### src/rtl/bus_arbiter_if.sv
// Bus arbiter interface: four requesters on the request side and one shared,
// slot-based bus on the arbiter side.
//
// Handshake: there is no ready/backpressure. A requester raises req_req[i]
// and holds cmd/tag/addr stable until it sees bus_grant[i] in bus_cycle 7.
// It then owns the next 8-cycle slot. bus_valid marks an owned slot, and
// bus_data carries the owner's req_data beat k during bus_cycle k. bus_nack
// reports any snoop nack seen so far in the current slot. Retrying after a
// nack is up to the requester.
interface bus_arbiter_if;
    logic [3:0]        req_req;
    logic [3:0][2:0]   req_cmd;
    logic [3:0][4:0]   req_tag;
    logic [3:0][25:0]  req_addr;
    logic [3:0][63:0]  req_data;
    logic [3:0]        snoop_nack;

    logic [3:0]        bus_grant;
    logic [2:0]        bus_cycle;
    logic              bus_valid;
    logic [2:0]        bus_cmd;
    logic [4:0]        bus_tag;
    logic [25:0]       bus_addr;
    logic [63:0]       bus_data;
    logic              bus_nack;

    // Arbiter side
    modport slave (
        input  req_req, req_cmd, req_tag, req_addr, req_data, snoop_nack,
        output bus_grant, bus_cycle, bus_valid, bus_cmd, bus_tag, bus_addr,
               bus_data, bus_nack
    );

    // Requester / agent side
    modport master (
        output req_req, req_cmd, req_tag, req_addr, req_data, snoop_nack,
        input  bus_grant, bus_cycle, bus_valid, bus_cmd, bus_tag, bus_addr,
               bus_data, bus_nack
    );
endinterface

### src/rtl/bus_arbiter.sv
// Slot-based round-robin bus arbiter for four requesters (0=L2, 1=DRAM ctrl,
// 2=IO, 3=spare).
//
// The bus runs in fixed 8-cycle slots. A free-running phase counter defines
// the slots. The grant for the next slot is decided combinationally during
// phase 7 of the current slot, so slots can run back to back with no gap.
// The owner's fields are muxed onto the bus for the whole slot, even if the
// owner drops its request partway through.
module bus_arbiter (
    input logic        clk,
    input logic        rst,
    bus_arbiter_if.slave arb
);

    logic [2:0] cycle_r;
    logic       slot_valid_r;
    logic [1:0] owner_r;
    logic [1:0] rr_ptr;
    logic       nack_r;

    logic       arb_phase;
    logic       any_req;
    logic       any_nack;
    logic [1:0] winner;
    logic       winner_found;
    logic [1:0] cand;
    logic       do_grant;

    assign arb_phase = (cycle_r == 3'd7);
    assign any_req   = |arb.req_req;
    assign any_nack  = |arb.snoop_nack;
    assign do_grant  = arb_phase & any_req;

    // Round-robin search: first requester at or above rr_ptr, modulo 4.
    always_comb begin
        winner       = rr_ptr;
        winner_found = 1'b0;
        cand         = 2'd0;
        for (int k = 0; k < 4; k++) begin
            cand = rr_ptr + 2'(k);
            if (!winner_found && arb.req_req[cand]) begin
                winner       = cand;
                winner_found = 1'b1;
            end
        end
    end

    // Free-running slot phase counter; it wraps 7->0 at each slot boundary.
    always_ff @(posedge clk or posedge rst) begin
        if (rst) begin
            cycle_r <= 3'd0;
        end else begin
            cycle_r <= cycle_r + 3'd1;
        end
    end

    // Slot ownership and round-robin pointer; these change only at slot boundaries.
    always_ff @(posedge clk or posedge rst) begin
        if (rst) begin
            slot_valid_r <= 1'b0;
            owner_r      <= 2'd0;
            rr_ptr       <= 2'd0;
        end else if (arb_phase) begin
            if (any_req) begin
                slot_valid_r <= 1'b1;
                owner_r      <= winner;
                rr_ptr       <= winner + 2'd1;
            end else begin
                slot_valid_r <= 1'b0;
            end
        end
    end

    // Sticky nack within a slot. The boundary clear wins, so a nack seen
    // in phase 7 never leaks into the next slot.
    always_ff @(posedge clk or posedge rst) begin
        if (rst) begin
            nack_r <= 1'b0;
        end else if (arb_phase) begin
            nack_r <= 1'b0;
        end else if (slot_valid_r && any_nack) begin
            nack_r <= 1'b1;
        end
    end

    // Combinational bus outputs: grant pulse, owner field mux, nack view.
    always_comb begin
        arb.bus_grant = 4'b0000;
        if (do_grant) begin
            arb.bus_grant = 4'(4'b0001 << winner);
        end
        arb.bus_cycle = cycle_r;
        arb.bus_valid = slot_valid_r;
        arb.bus_cmd   = '0;
        arb.bus_tag   = '0;
        arb.bus_addr  = '0;
        arb.bus_data  = '0;
        if (slot_valid_r) begin
            arb.bus_cmd  = arb.req_cmd[owner_r];
            arb.bus_tag  = arb.req_tag[owner_r];
            arb.bus_addr = arb.req_addr[owner_r];
            arb.bus_data = arb.req_data[owner_r];
        end
        arb.bus_nack = slot_valid_r & (nack_r | any_nack);
    end

endmodule
### src/flat_wrapper.sv
// flat-port wrapper written by rule: the top's interface ports become plain ports
module bus_arbiter_flat 
  (clk, rst, arb_req_req, arb_req_cmd, arb_req_tag, arb_req_addr, arb_req_data, arb_snoop_nack, arb_bus_grant, arb_bus_cycle, arb_bus_valid, arb_bus_cmd, arb_bus_tag, arb_bus_addr, arb_bus_data, arb_bus_nack);
  bus_arbiter_if arb_i ();
  input logic clk;
  input logic rst;
  input wire logic [$bits(arb_i.req_req)-1:0] arb_req_req;
  input wire logic [$bits(arb_i.req_cmd)-1:0] arb_req_cmd;
  input wire logic [$bits(arb_i.req_tag)-1:0] arb_req_tag;
  input wire logic [$bits(arb_i.req_addr)-1:0] arb_req_addr;
  input wire logic [$bits(arb_i.req_data)-1:0] arb_req_data;
  input wire logic [$bits(arb_i.snoop_nack)-1:0] arb_snoop_nack;
  output wire logic [$bits(arb_i.bus_grant)-1:0] arb_bus_grant;
  output wire logic [$bits(arb_i.bus_cycle)-1:0] arb_bus_cycle;
  output wire logic [$bits(arb_i.bus_valid)-1:0] arb_bus_valid;
  output wire logic [$bits(arb_i.bus_cmd)-1:0] arb_bus_cmd;
  output wire logic [$bits(arb_i.bus_tag)-1:0] arb_bus_tag;
  output wire logic [$bits(arb_i.bus_addr)-1:0] arb_bus_addr;
  output wire logic [$bits(arb_i.bus_data)-1:0] arb_bus_data;
  output wire logic [$bits(arb_i.bus_nack)-1:0] arb_bus_nack;
  assign arb_i.req_req = arb_req_req;
  assign arb_i.req_cmd = arb_req_cmd;
  assign arb_i.req_tag = arb_req_tag;
  assign arb_i.req_addr = arb_req_addr;
  assign arb_i.req_data = arb_req_data;
  assign arb_i.snoop_nack = arb_snoop_nack;
  assign arb_bus_grant = arb_i.bus_grant;
  assign arb_bus_cycle = arb_i.bus_cycle;
  assign arb_bus_valid = arb_i.bus_valid;
  assign arb_bus_cmd = arb_i.bus_cmd;
  assign arb_bus_tag = arb_i.bus_tag;
  assign arb_bus_addr = arb_i.bus_addr;
  assign arb_bus_data = arb_i.bus_data;
  assign arb_bus_nack = arb_i.bus_nack;
  bus_arbiter u_core (.clk(clk), .rst(rst), .arb(arb_i));
endmodule
### config.mk
export PLATFORM = sky130hd
export DESIGN_NAME = bus_arbiter_flat
export DESIGN_NICKNAME = d
export VERILOG_FILES = /design/src/rtl/bus_arbiter_if.sv /design/src/rtl/bus_arbiter.sv /design/src/flat_wrapper.sv
export SDC_FILE = /design/constraint.sdc
export NUM_CORES = 1
export LEC_CHECK = 0
export CORE_AREA = 2 2 199 201
export CTS_CLUSTER_SIZE = 10
export DETAILED_ROUTE_END_ITERATION = 8
export DIE_AREA = 0 0 201 203
export SETUP_SLACK_MARGIN = 0.15
export SLEW_MARGIN = 20
export SYNTH_ARGS = -nofsm -noshare
export SYNTH_HDL_FRONTEND = slang
export SYNTH_SLANG_ARGS = --single-unit
### constraint.sdc
create_clock -name clk -period 1.8 [get_ports clk]
set_input_delay 0.36 -clock clk [delete_from_list [all_inputs] [get_ports clk]]
set_output_delay 0.36 -clock clk [all_outputs]
set_load 0.05 [all_outputs]
==> results list <==
* Transition time of the tightest slew-check pin: 0.355 ns
* Leakage power total: 4.04 nW
- During synthesis, Yosys emitted a total of 0 warnings.
* Quantity of hold-fixing buffers added after cts: 0
- Worst relative slew slack: 76.2%
- Clock period minus final worst setup slack: 2.29 ns
* Clock sink count: 9
- The checks that failed: negative setup slack.
- Summing all flip-flop and latch instances after layout gives 241 um^2.
- Netlist area before placement: 3460 um^2
- The synthesized design spends more area on one cell type than any other, namely sky130_fd_sc_hd__mux4_2.
- For this run, the detailed router's first-pass iteration total came to 4.
- Worst min path class: primary input to asynchronous set/reset pin
- The initial antenna violation count came to 4.
* Clock insertion delay at the later pin of the skew report: 0.23 ns
* Kind of start point of the critical path: register
- Power spread over the standard cell area amounts to 1240 nW/um^2.
- Worst setup path category: register to primary output
- Count of unique library cells instantiated by Yosys: 28
- Final std cells w/o fill: 1338
* Highest achievable clock rate: 437 MHz
- Count of state elements after synthesis: 9
* Area of combinational cells with multiple inputs: 3420 um^2
- HPWL after detailed placement: 21700 um
- Setup repair after global routing could not meet its margin everywhere.
* Mean routed wirelength per cell: 18.6 um
- TritonCTS built the clock tree.
- Max-cap violations in this run came to 0.
- Final Setup Violations: 102
- The synthesized design devotes to its leading area cell type 63.8% of total area.
* FILL cells: 3987
- VDD IR-drop max: 0.546 mV
* Post-Syn Instances: 281
* Global-route wire length before repair: 35700 um
* Most instantiated flip-flop cell in the synthesis netlist: sky130_fd_sc_hd__dfrtp_1
- In this run, the combinational gates consume 94.6% of the power.
* Final setup slack of the worst path: -0.488 ns
* Final weighted congestion of routability-driven global placement: 0.842
- The first routing iteration left 159 violations.
- Avg Inst Size Synth: 12.3 um^2
- Number of global-route vias before repair: 5581
- Share of the yosys chip area belonging to registers: 6.51%
- Cell internal pwr: 7.07 mW
- The initialized floorplan defines 72 standard-cell rows.
- Number of placed instances, taps included: 1320
- The post-route netlist has 47.7% of its cells at a drive strength greater than 1.
* Synth cell count leaders: sky130_fd_sc_hd__and2_1 (98), sky130_fd_sc_hd__mux4_2 (98), sky130_fd_sc_hd__clkbuf_1 (16), sky130_fd_sc_hd__buf_2 (12), sky130_fd_sc_hd__dfrtp_1 (9)
* Part of the total power dissipated in sequential elements: 2.5%
* PortBufs: 508
- Arr. time, crit path: 1.93 ns
- DRT antenna net count: 0
* CP Data Required Time: 1.44 ns
- Total detailed-routing wirelength: 24900 um
- Height of the die: 203 um
- In this run the count of I/O pins placed on the die edge is 509.
- Max Clock Skew: 0.000697 ns
- The final hold violation count was 0.
* Main area contributors after synthesis: sky130_fd_sc_hd__mux4_2 (64%), sky130_fd_sc_hd__and2_1 (18%), sky130_fd_sc_hd__dfrtp_1 (6.5%)
- Number of nets in the synthesized netlist: 685
- Of the available clock period, the critical path in the final layout requires 127%.
- Total global-route track usage: 11.4%
- Via density: 3.72
* Outcome: finished with violations
- Total power consumption of the routed design: 13.2 mW
* Fraction of synthesis flops using an asynchronous set or reset pin: 100%
* Switching power: 6.12 mW
- Number of enable-type register cells in the synthesized netlist: 0
* Largest driver fanout on the critical path: 7
- For this configuration, the core starts out at a cell density of 9.00%.
- Clock H-tree levels: 1
* Number of nets in the finished design: 1221
* Clk buf depth: 2
- The die is 201 um wide.
* Number of design rule violations left after detail routing: 0
* Routed vias: 4980
* Net switching share of the total power: 46.4%
- The total count of max-transition violations in the final report is 0.
- Number of clock buffers inserted by TritonCTS: 3
* Area of the placeable core: 38500 um^2
* Proportion of power drawn by the clock network: 2.9%
- For this run the aggregate overflow at the end of global routing stands at 0.
- Clock Pin Slew Worst Setup and Hold Paths: 0.04 ns
- The floorplan step defined a die boundary enclosing 40800 um^2.
- Root buffer cell: sky130_fd_sc_hd__clkbuf_16
- Entering global routing, the biggest net connects 48 pins.
* Element type at the critical path end: primary output
- Area overhead of the layout relative to synthesis: 206%
## kinds of logic (layout without fill, tap and decap cells)
group / Yosys count / count (layout) / synth area share (%)
AOI/OAI and AO/OA: 14 / 14 / 2.75
and+or+nand+nor: 119 / 119 / 21.0
adders and majority gates: 2 / 2 / 0.723
other: 0 / 4 / 0
buffers and inverters: 38 / 573 / 4.99
muxes: 99 / 99 / 64.0
DFF: 9 / 9 / 6.51
## state kept, by name, summed over array words and instances (netlist names)
| signal | flops |
|---|---|
| u_core.arb.bus_cycle | 3 |
| u_core.arb.bus_valid | 1 |
| u_core.nack_r | 1 |
| u_core.owner_r | 2 |
| u_core.rr_ptr | 2 |
## cells in the final DEF (no fill, tap or decap), types with 5 or more instances in the layout
master / netlist / layout
sky130_fd_sc_hd__buf_8: 0 / 60
sky130_fd_sc_hd__buf_4: 0 / 26
sky130_fd_sc_hd__buf_12: 0 / 20
sky130_fd_sc_hd__and2_4: 0 / 98
sky130_fd_sc_hd__mux4_2: 98 / 98
sky130_fd_sc_hd__clkdlybuf4s50_1: 0 / 393
sky130_fd_sc_hd__inv_1: 5 / 5
sky130_fd_sc_hd__buf_6: 2 / 55
sky130_fd_sc_hd__clkbuf_16: 0 / 5
## final cells by class
type	instances	area share, %
Antenna cell	4	0.0945
Clock buffer	4	0.744
Inverter	5	0.177
Multi-Input combinational cell	234	32.3
Sequential cell	9	2.28
Tap cell	518	6.12
Timing Repair Buffer	564	58.3
## power groups by stage
stage	combinational, mW	sequential [mW]	clock (mW)
floorplan	6.90	0.273	0
finish	12.5	0.331	0.378
global placement	10.4	0.309	0
CTS	11.8	0.319	0.387
global route	13.1	0.340	0.401
detailed placement	10.4	0.309	0
## what timing repair did
item	in CTS	in global routing
setup buffers	6	1
endpoints found under the setup margin	107	104
cloned	1	2
gates resized for setup	172	93
pin swaps	30	27
## metal layers
| metal | GRT usage (%) | up-vias | share of wire, % |
|---|---|---|---|
| met5 | 0 | - | 0 |
| met4 | 1.83 | 0 | 1.4 |
| met3 | 2.52 | 16 | 8.1 |
| met2 | 20.8 | 321 | 52 |
| met1 | 13.9 | 2424 | 39 |
| li1 | - | 2219 | - |
## stage by stage
stage | worst slack, ns | instance area, um^2 | hold WS (ns) | utilization (%) | TNS [ns]
after global placement | -0.544 | 9520 | 0.454 | 24.7 | -23.57
after global routing | -0.551 | 10600 | 0.437 | 27.5 | -49.96
final | -0.488 | 10600 | 0.404 | 27.5 | -43.10
after detailed placement | -0.543 | 9520 | 0.462 | 24.7 | -24.52
after floorplan | -0.150 | 3680 | 0.188 | - | -9.24
after CTS | -0.506 | 10200 | 0.414 | 26.5 | -44.30
## final timing paths
kind / cells past startpoint / start / endpoint / slack (ns)
worst min register to register: 1 / u_core.arb.bus_cycle[0] / u_core.arb.bus_cycle[0] / 0.46
max in group asynchronous: 2 / rst / u_core.arb.bus_valid / 1.11
worst max register to register: 7 / u_core.rr_ptr[1] / u_core.rr_ptr[1] / 0.13
min in group clk: 1 / u_core.arb.bus_cycle[0] / u_core.arb.bus_cycle[0] / 0.46
worst max-delay path: 6 / u_core.owner_r[0] / arb_bus_data[1] / -0.49
worst min-delay path: 2 / rst / u_core.owner_r[1] / 0.40
## worst max-delay path, cell delays in order (launching register included)
cell and delay [ns]:
sky130_fd_sc_hd__dfrtp_4 0.54, sky130_fd_sc_hd__buf_12 0.16, sky130_fd_sc_hd__buf_16 0.14, sky130_fd_sc_hd__buf_8 0.13
sky130_fd_sc_hd__mux4_2 0.42, sky130_fd_sc_hd__and2_4 0.16, sky130_fd_sc_hd__buf_8 0.14
Power figures use the tool's default switching activity.
